==> config.mk <==
export PLATFORM = sky130hd
export DESIGN_NAME = hub75_rx
export DESIGN_NICKNAME = d
export VERILOG_FILES = /design/src/rtl/hub75_rx.sv
export SDC_FILE = /design/constraint.sdc
export NUM_CORES = 2
export LEC_CHECK = 0
export ABC_CLOCK_PERIOD_IN_PS = 58100
export BUFFER_PORTS_ARGS = -buffer_cell sky130_fd_sc_hd__clkbuf_2
export CAP_MARGIN = 30
export CORE_MARGIN = 8
export CORE_UTILIZATION = 45
export CTS_CLUSTER_DIAMETER = 80
export DETAILED_ROUTE_END_ITERATION = 8
export PLACE_DENSITY = 0.68
export SKIP_CTS_REPAIR_TIMING = 1
export SYNTH_ARGS = -nofsm -noshare
export SYNTH_HDL_FRONTEND = slang
export SYNTH_SLANG_ARGS = --single-unit
==> constraint.sdc <==
create_clock -name clk -period 58.1 [get_ports clk]
set_input_delay 2.905 -clock clk [delete_from_list [all_inputs] [get_ports clk]]
set_output_delay 2.905 -clock clk [all_outputs]
set_load 0.05 [all_outputs]
==> src/rtl/hub75_rx.sv <==
// HUB75 cable receiver / panel emulator: rebuilds each latched row as framebuffer pixel writes.
// Optional build macro HUB75_RX_BLANK_QUAL_EN: latches are accepted only while the panel is blanked.
//
// state | meaning
// IDLE  | waiting for a latch edge; rows accumulate in the shift register
// EMIT  | presenting the held row, upper/lower pixel per column
module hub75_rx #(
  parameter int WIDTH       = 64,
  parameter int ADDR_BITS   = 5,
  parameter int SYNC_STAGES = 2
) (
  input  logic                     clk,
  input  logic                     reset,
  input  logic                     sclk,
  input  logic                     latch,
  input  logic                     blank,
  input  logic [ADDR_BITS-1:0]     addry,
  input  logic [2:0]               rgb0,
  input  logic [2:0]               rgb1,
  output logic                     wr_valid,
  input  logic                     wr_ready,
  output logic [$clog2(WIDTH)-1:0] wr_x,
  output logic [ADDR_BITS:0]       wr_y,
  output logic [2:0]               wr_rgb,
  output logic                     frame_start,
  output logic                     len_err,
  output logic                     overrun
);

  localparam int XW = $clog2(WIDTH);
  localparam int CW = $clog2(2*WIDTH+1);
  localparam int BW = ADDR_BITS + 9;
  localparam logic [CW-1:0] CNT_MAX = CW'(2*WIDTH);
  localparam logic [CW-1:0] CNT_ROW = CW'(WIDTH);
  localparam logic [XW-1:0] X_LAST  = XW'(WIDTH-1);

  typedef enum logic {IDLE, EMIT} state_t;

  state_t                         state;
  logic [SYNC_STAGES-1:0][BW-1:0] sync_q;
  logic [BW-1:0]                  cab;
  logic [5:0]                     cab_rgb;
  logic [ADDR_BITS-1:0]           cab_addry;
  logic                           cab_sclk, cab_latch, cab_blank;
  logic                           sclk_d, latch_d, sclk_rise, latch_rise;
  logic                           latch_ok, latch_bad;
  logic [WIDTH-1:0][5:0]          sr, sr_next, hold;
  logic [CW-1:0]                  cnt, cnt_next;
  logic [ADDR_BITS-1:0]           prev_addry;
  logic                           lower;

  assign cab        = sync_q[SYNC_STAGES-1];
  assign cab_rgb    = cab[5:0];
  assign cab_addry  = cab[ADDR_BITS+5:6];
  assign cab_sclk   = cab[ADDR_BITS+6];
  assign cab_latch  = cab[ADDR_BITS+7];
  assign cab_blank  = cab[ADDR_BITS+8];
  assign sclk_rise  = cab_sclk & ~sclk_d;
  assign latch_rise = cab_latch & ~latch_d;

`ifdef HUB75_RX_BLANK_QUAL_EN
  assign latch_ok  = latch_rise & cab_blank;
  assign latch_bad = latch_rise & ~cab_blank;
`else
  logic unused_blank;
  assign unused_blank = cab_blank;
  assign latch_ok     = latch_rise;
  assign latch_bad    = 1'b0;
`endif

  // A shift in the same cycle as a latch is folded into the latched row.
  always_comb begin
    sr_next  = sr;
    cnt_next = cnt;
    if (sclk_rise) begin
      sr_next = {sr[WIDTH-2:0], cab_rgb};
      if (cnt != CNT_MAX) cnt_next = cnt + CW'(1);
    end
  end

  always_ff @(posedge clk or posedge reset) begin
    if (reset) begin
      state       <= IDLE;
      sync_q      <= '0;
      sclk_d      <= 1'b0;
      latch_d     <= 1'b0;
      sr          <= '0;
      hold        <= '0;
      cnt         <= '0;
      prev_addry  <= '0;
      lower       <= 1'b0;
      wr_valid    <= 1'b0;
      wr_x        <= '0;
      wr_y        <= '0;
      wr_rgb      <= '0;
      frame_start <= 1'b0;
      len_err     <= 1'b0;
      overrun     <= 1'b0;
    end else begin
      sync_q      <= {sync_q[SYNC_STAGES-2:0], blank, latch, sclk, addry, rgb1, rgb0};
      sclk_d      <= cab_sclk;
      latch_d     <= cab_latch;
      sr          <= sr_next;
      cnt         <= cnt_next;
      frame_start <= 1'b0;
      len_err     <= latch_bad;
      case (state)
        IDLE: begin
          if (latch_ok) begin
            hold        <= sr_next;
            cnt         <= '0;
            len_err     <= (cnt_next != CNT_ROW);
            frame_start <= (cab_addry == '0) && (prev_addry != '0);
            prev_addry  <= cab_addry;
            wr_valid    <= 1'b1;
            wr_x        <= '0;
            wr_y        <= {1'b0, cab_addry};
            wr_rgb      <= sr_next[WIDTH-1][2:0];
            lower       <= 1'b0;
            state       <= EMIT;
          end
        end
        EMIT: begin
          if (latch_ok) begin
            overrun <= 1'b1;
            cnt     <= '0;
          end
          // hold[WIDTH-1] is always the column currently being presented
          if (wr_ready) begin
            if (!lower) begin
              lower  <= 1'b1;
              wr_y   <= {1'b1, wr_y[ADDR_BITS-1:0]};
              wr_rgb <= hold[WIDTH-1][5:3];
            end else if (wr_x == X_LAST) begin
              wr_valid <= 1'b0;
              state    <= IDLE;
            end else begin
              lower  <= 1'b0;
              wr_x   <= wr_x + XW'(1);
              wr_y   <= {1'b0, wr_y[ADDR_BITS-1:0]};
              wr_rgb <= hold[WIDTH-2][2:0];
              hold   <= {hold[WIDTH-2:0], 6'b0};
            end
          end
        end
      endcase
    end
  end

endmodule

==> metrics.txt <==
largest net degree at the start of global routing 233; port bufs 34; RSZ-0062 raised after global routing no; Crit. End Element register; Adder-Cell Fraction of Synth Area 0.108%; crit path max-delay cell type buf_4; Worst Tran Pin Value 1.17 ns; Chip Width 295 um; layout cells sized above 1 5.63%; drt first pass iters 5; Setup TNS Final 0 ns; Remaining DRCs 0; Routed WL per cell 13.5 um; cell taking the most area after synthesis dfrtp_1; Max Clk Rate 190 MHz; Vias 24500; largest family of logic cells by synthesized area simple AND/OR/NAND/NOR gates; Starting Density 45.3%; mux cell area share after synthesis 0.308%; syn avg cell area 9.00 um2; Row Count 102; clk buf depth 3; Detail Route Antenna Nets 0; R2R cell count 8; max-cap viol count 0; Final Skew 0.0192 ns; Synth Area in Compound Gates 8.69%; Syn Nets 3900; setup slack, reg-to-reg 53.34 ns; Critical Path Source Type primary input; clk sinks 827; vias in the first global route 25200; Hold Path Origin sync_q[0]; commonest non-fill, non-tap cell in the layout nand2_1; most frequent cells in the layout nand2_1, dfrtp_1, nand2b_1; Crit Reg-Reg Endpoint hold[325]; P_leak 0.0219 uW; CTS buffer count 85; post-synthesis cell type count 45; CP Max Fanout 215; R2R Path Start state; Final min period 5.26 ns; Die H 295 um; outcome complete, no violations; xor-xnor portion of the synthesized cell area 0.226%; hpwl dp 34100 um; Clock transition at path regs 0.06 ns; delay-heaviest family, CP buffers and inverters; worst path arrival time 5.79 ns; CTS tree yes; WP data required 58.63 ns; Worst path most repeated cell buf_4; Synth top area share 59.3%; Tot GR Track Use 15.7%; non-filler cells, final 4879; DR vias/cell 5.03; initial antenna violation count 0; CTS H-tree depth 3; WL met3 2000 um; grt total ovfl 0; PD cells 38.7 mW/mm2; synth top area cells dfrtp_1, nand2_1, o211ai_1; Ports 36; met1 wire length 32200 um; area grow syn2layout 10.5%; routed wl met2 30900 um; global placement routability congestion 0.714; overall die area 0.0868 mm2; Setup violations, final 0; kind of critical path primary input to register; yosys warns 0; Simple-Gate Fraction of Synth Area 28.3%; WHS Endpoint cab[0]; Rel. slew slack 21.8%; CP Cell Sequence clkbuf_2 -> nand3_1 -> a2bb2oi_4 -> buf_4 -> buf_12 -> buf_4 -> o211ai_1 -> nand2_1; post-synthesis sequential area ratio 59.3%; Skew-Pair Late Insertion Delay 0.62 ns; Initial DRC Count 1808; min-delay worst type register to register; first-pass GRT wire length 119000 um; Hold Path Depth 0; max-slew violations 0; post-synth design cell area 0.0349 mm2; Nets 3793; Antenna Cells 0; top layer in use met4; Placeable Area 0.0771 mm2; CTS Root Cell clkbuf_16; Tcrit/Tclk final 9.05%; Routed WL 66000 um; CP peak stage delay 0.83 ns; Synth Instances 3880; Buf/Inv on CP 4; final hold violations 0; maximum vdd drop 0.0228 mV; dpl cells 4725; Final Util 50.1%; Yosys reg bits 827
-- through the flow --
| stage | instance area [um2] | hold WS (ns) | power [uW] | setup slack [ns] |
|---|---|---|---|---|
| CTS | 38600 | 0.349 | 1520 | 52.64 |
| global placement | 35700 | 0.334 | 952 | 51.65 |
| finish | 38600 | 0.347 | 1490 | 52.84 |
| detailed placement | 35700 | 0.335 | 962 | 52.00 |
| floorplan | 34900 | 0.331 | 911 | 31.96 |
| global route | 38600 | 0.359 | 1580 | 52.44 |
-- Yosys cell counts (all sizes together) --
library cell and number:
nor3b 1, mux2i 4, and3 1, nor2b 3, a21o 2, a31oi 2, a41oi 1, a22o 6
a21oi 7, xor2 5, nand2 1931, buf 58, dfrtp 827, or3b 2, inv 3, o21ai 4
nor4b 1, nand3 8, clkbuf 205, o21a 1, ha 3, nand4 3, a211o 1, xnor2 4
o2bb2ai 1, and4 1, nor2 20, mux2 6, nor3 2, nand2b 377, a2bb2oi 1, o31ai 2
nor4 1, nand4b 2, nand3b 1, or4 3, and3b 1, o211ai 375, or3 1, a311oi 1
a211oi 1, a221oi 1
-- worst register-to-register path, cell delays in order (launching register included) --
cell	delay, ns
dfrtp_4	0.88
buf_4	0.71
or3b_1	0.61
a21o_4	0.46
buf_16	0.30
buf_4	0.70
buf_4	0.76
nand2_1	0.17
nand2_1	0.09
-- layer usage --
metal,global-route usage [%],up-vias
met5,0,-
met4,4.01,0
met3,2.27,76
met2,26.4,253
met1,21.3,12000
li1,-,12200
-- layout make-up --
cell class	count	area, um2
Tap cell	1040	1300
Clock inverter	29	324
Fill cell	7171	38500
Clock buffer	124	2510
Timing Repair Buffer	69	556
Multi-Input combinational cell	2787	13200
Sequential cell	827	20700
Inverter	3	18.8
-- cells by family (layout without fill, tap and decap cells) --
group,Yosys count,after routing
AOI/OAI and AO/OA,406,406
buffers and inverters,266,225
DFF,827,827
and+or+nand+nor,2359,2359
xor gates and xnor gates,9,9
adders and majority gates,3,3
muxes,10,10
-- report_power, final --
group | internal (uW) | switching, uW | total, uW
clock network | 326 | 220 | 546
logic | 89.8 | 135 | 225
registers | 676 | 46.3 | 723
-- how the worst max path moves through the flow --
stage | startpoint | end | depth (start not counted)
2_1_floorplan | reset | cab[0] | 1
3_3_place_gp | reset | hold[314] | 5
3_5_place_dp | reset | hold[285] | 6
4_1_cts | reset | hold[286] | 6
5_1_grt | wr_ready | hold[264] | 8
6_report | wr_ready | hold[264] | 8
-- state kept, by name, summed over array words and instances, names as in the netlist --
register and cells:
sr 384, overrun 1, latch_d 1, wr_valid 1, sync_q 13, state 1
wr_x 6, wr_y 6, len_err 1, cnt 8, hold 381, sclk_d 1
prev_addry 5, lower 1, wr_rgb 3, cab 13, frame_start 1
Note: power is estimated with default switching activity, not from simulation.
